File: src/rtl/pipe_hazard_ctrl.sv
// Pipeline sequencer for the 5-stage core: PC / F-D / D-E enables and squashes,
// load-use and MDU occupancy stalls, branch redirects, memory holds, stall counter.
module pipe_hazard_ctrl #(
    parameter int MDU_LAT = 4,
    parameter int SCW     = 16
) (
    input  logic           clk,
    input  logic           rstd,
    input  logic [5:0]     op_d,
    input  logic [4:0]     rs_d,
    input  logic [4:0]     rt_d,
    input  logic           uses_rs_d,
    input  logic           uses_rt_d,
    input  logic           mdu_d,
    input  logic           ld_e,
    input  logic [4:0]     wreg_e,
    input  logic           br_taken_e,
    input  logic           ext_hold,
    input  logic           stall_clr,
    output logic           pc_we,
    output logic           fd_we,
    output logic           fd_flush,
    output logic           de_we,
    output logic           de_bubble,
    output logic           mdu_start,
    output logic           mdu_busy,
    output logic [SCW-1:0] stall_cnt
);

    localparam logic [5:0] OP_NOP = 6'b110111;

    typedef enum logic {RUN, MDU_WAIT} state_t;

    state_t         state, state_nxt;
    logic [5:0]     wcnt, wcnt_nxt;
    logic [SCW-1:0] stall_cnt_nxt;
    logic           stall_inc;
    logic           load_use;

    function automatic logic [SCW-1:0] sat_inc(input logic [SCW-1:0] v);
        return (&v) ? v : v + 1'b1;
    endfunction

    // Register 0 is hard-wired zero, so a load targeting it never creates a dependency.
    assign load_use = ld_e && (wreg_e != 5'd0) &&
                      ((uses_rs_d && (rs_d == wreg_e)) || (uses_rt_d && (rt_d == wreg_e)));

    always_ff @(posedge clk or posedge rstd) begin
        if (rstd) begin
            state     <= RUN;
            wcnt      <= 6'd0;
            stall_cnt <= '0;
        end else begin
            state     <= state_nxt;
            wcnt      <= wcnt_nxt;
            stall_cnt <= stall_cnt_nxt;
        end
    end

    always_comb begin
        state_nxt = state;
        wcnt_nxt  = wcnt;
        stall_inc = 1'b0;
        pc_we     = 1'b1;
        fd_we     = 1'b1;
        fd_flush  = 1'b0;
        de_we     = 1'b1;
        de_bubble = 1'b0;
        mdu_start = 1'b0;
        mdu_busy  = (state == MDU_WAIT);

        if (rstd) begin
            pc_we     = 1'b0;
            fd_we     = 1'b0;
            fd_flush  = 1'b1;
            de_bubble = 1'b1;
            mdu_busy  = 1'b0;
        end else if (ext_hold) begin
            pc_we = 1'b0;
            fd_we = 1'b0;
            de_we = 1'b0;
        end else if (br_taken_e) begin
            // Redirect squashes both front-end registers and abandons any MDU wait.
            fd_flush  = 1'b1;
            de_bubble = 1'b1;
            state_nxt = RUN;
            wcnt_nxt  = 6'd0;
        end else if (state == MDU_WAIT) begin
            pc_we     = 1'b0;
            fd_we     = 1'b0;
            de_bubble = 1'b1;
            stall_inc = 1'b1;
            if (wcnt == 6'd0) begin
                state_nxt = RUN;
            end else begin
                wcnt_nxt = wcnt - 6'd1;
            end
        end else if (load_use) begin
            pc_we     = 1'b0;
            fd_we     = 1'b0;
            de_bubble = 1'b1;
            stall_inc = 1'b1;
        end else if (mdu_d) begin
            mdu_start = 1'b1;
            state_nxt = MDU_WAIT;
            wcnt_nxt  = 6'(MDU_LAT - 1);
        end
    end

    // A hold freezes the counter entirely, clear included.
    always_comb begin
        stall_cnt_nxt = stall_cnt;
        if (!ext_hold) begin
            if (stall_clr) begin
                stall_cnt_nxt = '0;
            end else if (stall_inc) begin
                stall_cnt_nxt = sat_inc(stall_cnt);
            end
        end
    end

    a_no_nop_mdu_issue: assert property (@(posedge clk) disable iff (rstd)
        !(mdu_start && (op_d == OP_NOP)));

endmodule
File: config.mk
export PLATFORM = sky130hd
export DESIGN_NAME = pipe_hazard_ctrl
export DESIGN_NICKNAME = d
export VERILOG_FILES = /design/src/rtl/pipe_hazard_ctrl.sv
export SDC_FILE = /design/constraint.sdc
export NUM_CORES = 1
export LEC_CHECK = 0
export BUFFER_PORTS_ARGS = -buffer_cell sky130_fd_sc_hd__buf_2
export CORE_AREA = 2 2 66 68
export CTS_CLUSTER_DIAMETER = 200
export DETAILED_ROUTE_END_ITERATION = 8
export DIE_AREA = 0 0 68 70
export HOLD_SLACK_MARGIN = 0.08
export PLACE_DENSITY = 0.73
export SYNTH_ARGS = -nofsm -noshare
export SYNTH_HDL_FRONTEND = slang
export SYNTH_SLANG_ARGS = --single-unit
File: constraint.sdc
create_clock -name clk -period 5.1 [get_ports clk]
set_input_delay 0.51 -clock clk [delete_from_list [all_inputs] [get_ports clk]]
set_output_delay 0.51 -clock clk [all_outputs]
set_load 0.005 [all_outputs]
==> summary.txt <==
Status
  – Result of the run: complete, no violations

Power and ir drop
  – Leakage component of the power: 0.920 nW
  – Total power after layout: 591 uW
  – VDD IR-drop max: 0.245 mV
  – Power per cell area: 292 nW/um2

Final layout
  – Count of inserted antenna diode cells: 0
  – Cell Count, Final, Fillers Out: 293
  – Nets@finish: 275
  – Share of layout cells above drive strength 1: 26.1%
  – Total area of multi-input combinational cells: 1060 um2
  – Count of fill cells added during filler insertion: 411
  – Synth-to-layout area growth: 16.8%
  – FF+latch area: 576 um2
  – Commonest non-fill, non-tap cell in the layout: buf_2
  – Most frequent cells in the layout: buf_2 (46), nand2_1 (28), dfrtp_1 (23)

STA
  – Final Hold Viols: 0
  – Final worst-path cycle share: 52.2%
  – Worst-case clock skew: 0.00190 ns
  – Final slew viol count: 0
  – Post-route minimum period: 2.66 ns
  – Max Clk Rate: 376 MHz
  – Worst slew margin: 62.4%
  – Setup total negative slack: 0 ns
  – Final-report setup violation count: 0
  – RSZ-0062 raised after global routing: no
  – Measured slew at the worst slew-check pin: 0.561 ns

Routing
  – Iteration-0 DRC Markers: 50
  – Via total after detailed routing: 1663
  – Average wire length per cell after detail routing: 13.9 um
  – Final routed DRC violation total: 0
  – Average vias per placed instance: 5.68
  – Total routed wirelength: 4060 um
  – Post-route antenna net violation count: 0
  – Count of TritonRoute iterations in the first routing pass: 4

Die
  – Standard-cell rows: 24
  – Number of ports placed on the die boundary: 53
  – Die height: 70 um
  – Initial core utilization: 41.8%
  – Total core area: 4140 um2
  – Full die area: 4760 um2
  – Horizontal extent of the die: 68 um

Setup path
  – Worst path arrival time: 2.15 ns
  – Worst EP required: 4.59 ns
  – Worst path bufs/invs: 2
  – Sequence of cells on the critical path: buf_2, or4_4, o21a_4, a21oi_1, a21o_1, nand2_1, buf_2
  – CP delay by family, top: compound AO/OA/AOI/OAI gates
  – CP Launch Type: input pin
  – Endpoint class of the critical path: output port
  – Start of the worst register-to-register path: stall_cnt[2]
  – R2R Setup Slk: 3.11 ns
  – Highest cell delay on the worst timing path: 0.53 ns
  – Standard cell with the maximum stage delay on the critical path: or4_4
  – Most numerous cell on the critical path: buf_2
  – Classification of the worst setup path: input pin to output port
  – Top fanout value on the critical path: 6
  – End of the worst register-to-register path: stall_cnt[9]
  – Register-to-Register Path Depth: 6

Global route
  – Antenna violations before repair: 0
  – Total routing resource utilization after global routing: 18.4%
  – Number of global-route vias before repair: 1505
  – Maximum number of pins on one net before global-route repair: 27
  – Leftover overflow at the end of global routing: 0
  – Wire length of the first global-routing pass: 6800 um

Synth
  – Number of warnings printed during yosys synthesis: 0
  – Share of synthesized flip-flops with an asynchronous set or reset: 100%
  – Area of the mapped netlist: 1730 um2
  – Top_reg_cell synth: dfrtp_1
  – Number of enable flip-flop cells after synthesis: 0
  – Number of library cell types mapped by synthesis: 47
  – Post-synthesis net count: 231
  – Number of standard cells after synthesis: 198
  – Mapped Avg Cell Area: 8.76 um2
  – Part of the Yosys area used for sequential elements: 33.2%
  – Post-synthesis register bit count: 23

Job
  – Max-cap viol count: 0

Clock network
  – Hold bufs inserted after CTS: 0
  – H-tree depth: 1
  – Clock tree from TritonCTS: done
  – Total clock buffers created by CTS: 3
  – Root Buffer: clkbuf_8
  – Longest Clk Path Bufs: 2
  – Resized cells post-CTS: 0
  – Clock sink count: 23
  – Source-to-sink clock delay at the later pin of the worst-skew pair: 0.26 ns
  – Post-CTS setup buffer count: 0
  – Clock transition at the register clock pins on the worst setup and hold paths after CTS: 0.08 ns

Placed design
  – Weighted congestion at the end of routability-driven global placement: 0.832
  – Number of port buffers: 46
  – Post-detailed-placement half-perimeter wirelength: 3050 um
  – Placed Cells: 289

Hold path
  – Path type of the worst min-delay path: input pin to asynchronous set/reset pin
## synth_stat cells (all sizes together), types with 2 or more instances
cell type | n | area share (%)
nand2 | 28 | 6.1
dfrtp | 23 | 33
nor2 | 15 | 3.7
xnor2 | 15 | 7.6
inv | 12 | 2.6
o21ai | 10 | 2.9
nand4 | 8 | 2.9
nor3 | 8 | 2.6
and3 | 6 | 2.2
nand3 | 5 | 1.4
o211ai | 5 | 2.2
a21oi | 4 | 1.2
buf | 4 | 2.4
clkbuf | 4 | 0.87
o311ai | 4 | 2.0
a31oi | 3 | 1.9
a32o | 3 | 1.7
and2 | 3 | 1.1
and4 | 3 | 1.7
ha | 3 | 2.2
nor4 | 3 | 1.1
or3 | 3 | 1.1
a21o | 2 | 0.87
a311o | 2 | 1.2
mux2 | 2 | 1.3
mux2i | 2 | 1.2
o2111ai | 2 | 1.0
o21a | 2 | 1.3
o221ai | 2 | 2.4
o22ai | 2 | 0.72
## per-stage QoR
step	hold WS [ns]	area (um2)	worst slack, ns	util, %
global route	0.357	2030	2.32	48.9
global placement	0.497	1980	2.43	47.8
finish	0.320	2030	2.44	48.9
CTS	0.327	2030	2.44	48.9
floorplan	0.470	1730	2.80	-
detailed placement	0.504	1980	2.44	47.8
## power breakdown
group / switching, mW / internal (mW) / leakage [nW]
Sequential: 0.0422 / 0.212 / 0.310
Clock: 0.0590 / 0.0558 / 0.0228
Combinational: 0.130 / 0.0914 / 0.587
Total: 0.231 / 0.359 / 0.920
## worst max path at each step
| stage | from | to | slack (ns) | depth (start not counted) |
|---|---|---|---|---|
| after floorplan | wreg_e[1] | pc_we | 2.80 | 5 |
| after global placement | wreg_e[1] | de_bubble | 2.43 | 7 |
| after detailed placement | wreg_e[1] | de_bubble | 2.44 | 7 |
| after CTS | wreg_e[1] | de_bubble | 2.44 | 7 |
| after global routing | wreg_e[1] | de_bubble | 2.32 | 7 |
| final | wreg_e[1] | de_bubble | 2.44 | 7 |
## state kept, by name (all words and copies together), names as in the netlist
register	flops
wcnt	6
stall_cnt	16
state	1
## cell families (layout without fill, tap and decap cells)
kind of cell | Yosys count | count (layout) | synth area share [%]
and+or+nand+nor | 85 | 85 | 25.5
AOI/OAI and AO/OA | 48 | 48 | 23.2
DFF | 23 | 23 | 33.2
buffers and inverters | 20 | 63 | 5.84
xor gates and xnor gates | 15 | 15 | 7.58
muxes | 4 | 4 | 2.45
adders and majority gates | 3 | 3 | 2.16
## layer usage
layer	part of all wire [%]	up-vias	track usage, %
met1	44	791	24.2
met4	0.47	0	3.33
met5	0	-	0
met3	5.1	2	3.86
met2	51	42	31.0
li1	-	828	-
## worst register-to-register path: stages (launching register included)
cell	delay, ns
dfrtp_1	0.50
and4_1	0.28
nand4_1	0.22
o221ai_4	0.31
nor2_4	0.10
and4_4	0.19
or3_1	0.29
## layout make-up
type | instances | share of cell area, %
multi-input combinational | 155 | 52.2
sequential | 23 | 28.4
timing repair buffer | 47 | 11.7
tap | 52 | 3.21
clock buffer | 4 | 2.22
inverter | 12 | 2.22
Note: power is estimated with default switching activity, not from simulation.
